--- src/rtl/stepdown_pkg.sv ---
// stepdown_pkg
//   Shared types and defaults for the step-down converter dead-time
//   controller: FSM state enumeration, default parameter values and the
//   width of the min-on / switch counters.
package stepdown_pkg;

  localparam int unsigned DT_W_DEF   = 4;
  localparam int unsigned MIN_ON_DEF = 3;
  localparam int unsigned CNT_W      = 8;

  typedef enum logic [2:0] {
    IDLE  = 3'd0,
    LS_ON = 3'd1,
    DT_LH = 3'd2,
    HS_ON = 3'd3,
    DT_HL = 3'd4,
    FAULT = 3'd5
  } state_t;

endpackage

--- src/rtl/stepdown_dt_counter.sv ---
// stepdown_dt_counter
//   Loadable down-counter with zero flag. Load has priority over decrement;
//   decrement saturates at zero.
//   clk      : clock, rising edge
//   rst      : synchronous active-high reset, clears the count
//   load     : load count from load_val
//   load_val : value to load
//   dec      : decrement by one
//   zero     : count is zero
module stepdown_dt_counter #(
  parameter int unsigned W = 4
) (
  input  logic         clk,
  input  logic         rst,
  input  logic         load,
  input  logic [W-1:0] load_val,
  input  logic         dec,
  output logic         zero
);

  logic [W-1:0] count;

  always_ff @(posedge clk) begin
    if (rst) begin
      count <= '0;
    end else if (load) begin
      count <= load_val;
    end else if (dec && (count != '0)) begin
      count <= count - W'(1);
    end
  end

  assign zero = (count == '0);

endmodule

--- src/rtl/stepdown_deadtime_ctrl.sv ---
// stepdown_deadtime_ctrl
//   Dead-time controller for a synchronous step-down converter half bridge.
//   Alternates high-side / low-side gate enables with a programmable dead
//   time between them, enforces a minimum high-side on-time, latches faults
//   until acknowledged and counts high-side conduction entries.
//   CELCLK        : clock, rising edge
//   CELRST        : synchronous active-high reset
//   CELV/CELG/SUB : supply, ground, substrate pins (no function)
//   en            : converter enable
//   pwm_req       : 1 = high-side conduction requested, 0 = low-side
//   dt_cfg        : dead time in cycles minus 1 (sampled at counter load)
//   fault         : overcurrent / UVLO fault, level
//   fault_clr     : fault acknowledge
//   hs_on, ls_on  : registered gate enables
//   dt_active     : dead-time interval in progress
//   fault_latched : FAULT state active
//   sw_cnt        : count of HS_ON entries, modulo 256
module stepdown_deadtime_ctrl
  import stepdown_pkg::*;
#(
  parameter int unsigned DT_W   = DT_W_DEF,
  parameter int unsigned MIN_ON = MIN_ON_DEF
) (
  input  logic            CELCLK,
  input  logic            CELRST,
  input  logic            CELV,
  input  logic            CELG,
  input  logic            SUB,
  input  logic            en,
  input  logic            pwm_req,
  input  logic [DT_W-1:0] dt_cfg,
  input  logic            fault,
  input  logic            fault_clr,
  output logic            hs_on,
  output logic            ls_on,
  output logic            dt_active,
  output logic            fault_latched,
  output logic [7:0]      sw_cnt
);

  localparam logic [CNT_W-1:0] MIN_ON_LD = CNT_W'(MIN_ON - 1);

  state_t state;
  state_t nxt;

  logic dt_load, dt_dec, dt_zero;
  logic mo_load, mo_dec, mo_zero;

  // Power pins are present for netlist compatibility only.
  logic unused_pins;
  assign unused_pins = &{1'b0, CELV, CELG, SUB};

  always_comb begin
    nxt     = state;
    dt_load = 1'b0;
    dt_dec  = 1'b0;
    mo_load = 1'b0;
    mo_dec  = 1'b0;
    if (fault) begin
      nxt = FAULT;
    end else if (state == FAULT) begin
      if (fault_clr) nxt = IDLE;
    end else if (!en) begin
      nxt = IDLE;
    end else begin
      case (state)
        IDLE:  nxt = LS_ON;
        LS_ON: begin
          if (pwm_req) begin
            nxt     = DT_LH;
            dt_load = 1'b1;
          end
        end
        DT_LH: begin
          if (dt_zero) begin
            nxt     = HS_ON;
            mo_load = 1'b1;
          end else begin
            dt_dec = 1'b1;
          end
        end
        HS_ON: begin
          if (!pwm_req && mo_zero) begin
            nxt     = DT_HL;
            dt_load = 1'b1;
          end else begin
            mo_dec = 1'b1;
          end
        end
        DT_HL: begin
          if (dt_zero) nxt = LS_ON;
          else         dt_dec = 1'b1;
        end
        default: nxt = IDLE;
      endcase
    end
  end

  // Outputs are decoded from the next state so they change on the same
  // edge as the state register without an extra cycle of latency.
  always_ff @(posedge CELCLK) begin
    if (CELRST) begin
      state         <= IDLE;
      hs_on         <= 1'b0;
      ls_on         <= 1'b0;
      dt_active     <= 1'b0;
      fault_latched <= 1'b0;
      sw_cnt        <= '0;
    end else begin
      state         <= nxt;
      hs_on         <= (nxt == HS_ON);
      ls_on         <= (nxt == LS_ON);
      dt_active     <= (nxt == DT_LH) || (nxt == DT_HL);
      fault_latched <= (nxt == FAULT);
      if ((nxt == HS_ON) && (state != HS_ON)) sw_cnt <= sw_cnt + 8'd1;
    end
  end

  stepdown_dt_counter #(.W(DT_W)) u_dt_cnt (
    .clk      (CELCLK),
    .rst      (CELRST),
    .load     (dt_load),
    .load_val (dt_cfg),
    .dec      (dt_dec),
    .zero     (dt_zero)
  );

  stepdown_dt_counter #(.W(CNT_W)) u_mo_cnt (
    .clk      (CELCLK),
    .rst      (CELRST),
    .load     (mo_load),
    .load_val (MIN_ON_LD),
    .dec      (mo_dec),
    .zero     (mo_zero)
  );

endmodule

--- config.mk ---
export PLATFORM = sky130hd
export DESIGN_NAME = stepdown_deadtime_ctrl
export DESIGN_NICKNAME = d
export VERILOG_FILES = /design/src/rtl/stepdown_pkg.sv /design/src/rtl/stepdown_dt_counter.sv /design/src/rtl/stepdown_deadtime_ctrl.sv
export SDC_FILE = /design/constraint.sdc
export NUM_CORES = 1
export LEC_CHECK = 0
export ABC_AREA = 1
export ABC_CLOCK_PERIOD_IN_PS = 1500
export CAP_MARGIN = 20
export CORE_ASPECT_RATIO = 0.5
export CORE_MARGIN = 2
export CORE_UTILIZATION = 24
export CTS_BUF_LIST = sky130_fd_sc_hd__clkbuf_8
export DETAILED_ROUTE_END_ITERATION = 10
export PLACE_DENSITY = 0.45
export SETUP_SLACK_MARGIN = 0.2
export SLEW_MARGIN = 20
export SYNTH_ARGS = -nofsm -noshare
export SYNTH_HDL_FRONTEND = slang
export SYNTH_SLANG_ARGS = --single-unit
--- constraint.sdc ---
create_clock -name CELCLK -period 1.5 [get_ports CELCLK]
set_clock_uncertainty 0.1 [all_clocks]
set_input_delay 0.3 -clock CELCLK [delete_from_list [all_inputs] [get_ports CELCLK]]
set_output_delay 0.3 -clock CELCLK [all_outputs]
set_load 0.01 [all_outputs]
==> metrics <==
pre-CTS WS -0.270 ns; post-synthesis sequential area ratio 0.366; Top FF cell, synth dfxtp_1; outcome finished clean; Yosys top cell area share 0.366; row count 20; hold crit path type reg2reg; combinational power share 0.156; final hold slack 0.355 ns; Final Util 0.378; Hold Crit Depth 1; first-pass GRT wire length 5940 µm; Clk Latency, worst-skew pair 0.27 ns; fin nets 282; Yosys cell types 26; fin worst setup slack 0.00217 ns; WP data required 1.57 ns; core footprint 6010 µm²; CTS Buf Count 3; P_sw 0.354 mW; Mapped Cells 212; Pint 1.01 mW; Slew headroom 0.858; max-cap viol count 0; Worst Path Arrival 1.57 ns; gr usage total 0.110; max-slew violation count 0; Worst-Margin Slew 0.212 ns; ANT cells 0; cell area power density 600 nW/µm²; syn nets 229; routed len/inst 10.5 µm; CTS Root Cell clkbuf_8; ys async rst share 0; Synth area leader dfxtp_1; Buf+Inv Stages, Crit Path 1; Iter 0 DRT Violations 51; Synth area leaders dfxtp_1 37%, nand2_1 13%, inv_1 7.1%; CP delay by family, top simple AND/OR/NAND/NOR gates; crit start category flop; CP max FO 8; CTS H-Tree Depth 1; antenna violations before repair 0; Crit. End Element flop; final wirelength 3590 µm; Setup Total Neg Slack 0 ns; critical path depth in cells 9; Power Total 1.36 mW; Tcrit/Tclk final 0.999; DIE WIDTH 115 µm; port bufs 21; RSZ-0062 raised after global routing true; slowest CP cell dfxtp_4; crit path time final 1.50 ns; synth warn 0; Cell Area, Synth 1480 µm²; CP Cell Sequence buf_4, nand3_4, nand2_4, nor2_8, nand2_4, nor2_4, nand2_2, o21ai_1, a21oi_1; CTS tree built; Area Overhead vs Synth 53.5%; Sw Share 0.260; Post-synth EDFFs 0; layout cell share with drive strength beyond 1 0.447; routed vias/inst 4.28; Setup CP Type reg2reg; gpl congestion 0.818; final setup vio count 0; Fin. Hold Viols 0; Static Leak 0.980 nW; DRC errors left 0; via count 1459; Max Clock Freq 0.668 GHz; cell mode on critical path nand2_4; gr ovfl total 0; clock transition at the registers of the reported paths 0.10 ns; worst reg-to-reg path cell count 9; peak supply drop 0.418 mV; num ports 25; Seq cells post-synth 27; die height 59.5 µm; number of global-route vias before repair 1326; DP Wirelength 2580 µm; average size of a mapped cell 6.97 µm²; Pre-Repair DR Iteration Count 4; initial core utilization 0.246; register share of total power 0.540; die footprint 6840 µm²; clk buf depth 2; CP max stage delay 0.38 ns; Sink Count 27; filler instances 636; clock share of power 0.305; Routed Antenna Nets 0; largest net degree at the start of global routing 15
[placed cells by master, fill, tap and decap left out, types with 4 or more instances in the layout]
master           instances
clkbuf_2                 5
nor2_4                   7
nand2_2                 11
inv_2                   10
nand2_1                 36
inv_1                   20
nor2_2                   5
o21ai_1                  5
a21oi_1                 14
a21oi_2                  4
buf_4                   25
dfxtp_4                  5
clkdlybuf4s15_1          4
nand3_1                 12
nand2_4                  7
nor2_1                  16
dfxtp_1                 11
xor2_1                   8
dfxtp_2                 11
clkdlybuf4s50_1          8
nand3_2                  6
[stage by stage]
step / instances / cell area (µm²)
2_1_floorplan: 212 / 1530
3_3_place_gp: 321 / 1920
3_5_place_dp: 321 / 1920
4_1_cts: 332 / 2090
5_1_grt: 341 / 2270
6_report: 341 / 2270
[path summary, 6_finish.rpt]
| check | slack, ns | endpoint | start |
|---|---|---|---|
| hold reg to reg | 0.35 | sw_cnt[0] | sw_cnt[0] |
| hold / removal | 0.35 | sw_cnt[0] | sw_cnt[0] |
| setup / recovery | 0.002 | sw_cnt[6] | state[0] |
| setup reg to reg | 0.002 | sw_cnt[6] | state[0] |
[sequential cells by signal (all words and copies together), names as in the netlist]
signal          flops
u_dt_cnt.count      4
sw_cnt              8
state               3
fault_latched       1
u_mo_cnt.count      8
hs_on               1
ls_on               1
dt_active           1
[layout make-up]
type | count | area, µm² | area share
clock inverters | 1 | 3.75 | 0.00165
clock buffers | 3 | 41.3 | 0.0182
inverters | 33 | 136 | 0.0601
multi-input cells | 151 | 1010 | 0.447
repair buffers | 49 | 404 | 0.178
well taps | 77 | 96.3 | 0.0425
flip-flops and latches | 27 | 573 | 0.253
[timing repair]
| item | 4_1_cts | 5_1_grt |
|---|---|---|
| gates cloned | 0 | 0 |
| endpoints found under the setup margin | 38 | 36 |
| pin swaps | 5 | 7 |
| hold buffers | 0 | 0 |
| hold endpoints to repair | 0 | 0 |
| resized for setup | 53 | 49 |
| buffers inserted | 7 | 9 |
[power groups by stage]
stage	Combinational, mW	Sequential [mW]	Clock [mW]
floorplan	0.0896	0.755	0
global placement	0.163	0.755	0
detailed placement	0.162	0.755	0
CTS	0.174	0.738	0.436
global route	0.231	0.737	0.461
finish	0.212	0.735	0.415
[logic make-up after synthesis]
| logic type | share of synthesized area |
|---|---|
| AO/OA/AOI/OAI | 0.108 |
| adder cells (fa/ha/maj) | 0.0339 |
| XOR/XNOR | 0.0474 |
| AND/OR/NAND/NOR | 0.356 |
| buffers and inverters | 0.0897 |
| flip-flops | 0.366 |
[routing by layer]
layer,part of all wire,up-vias,GRT usage
li1,-,775,-
met1,0.50,671,0.148
met2,0.48,11,0.179
met3,0.018,2,0.0256
met4,0.0075,0,0.0258
met5,0,-,0
[synth_stat cells (3+ instances only)]
cell     number
nor2_1       22
a21oi_1      17
inv_1        28
o21ai_0       5
nand2_4       3
dfxtp_1      27
nor2_2        4
inv_2         4
nand3_1      18
nand2_1      50
o21ai_1       5
ha_1          4
xor2_1        8
Power figures use the tool's default switching activity.
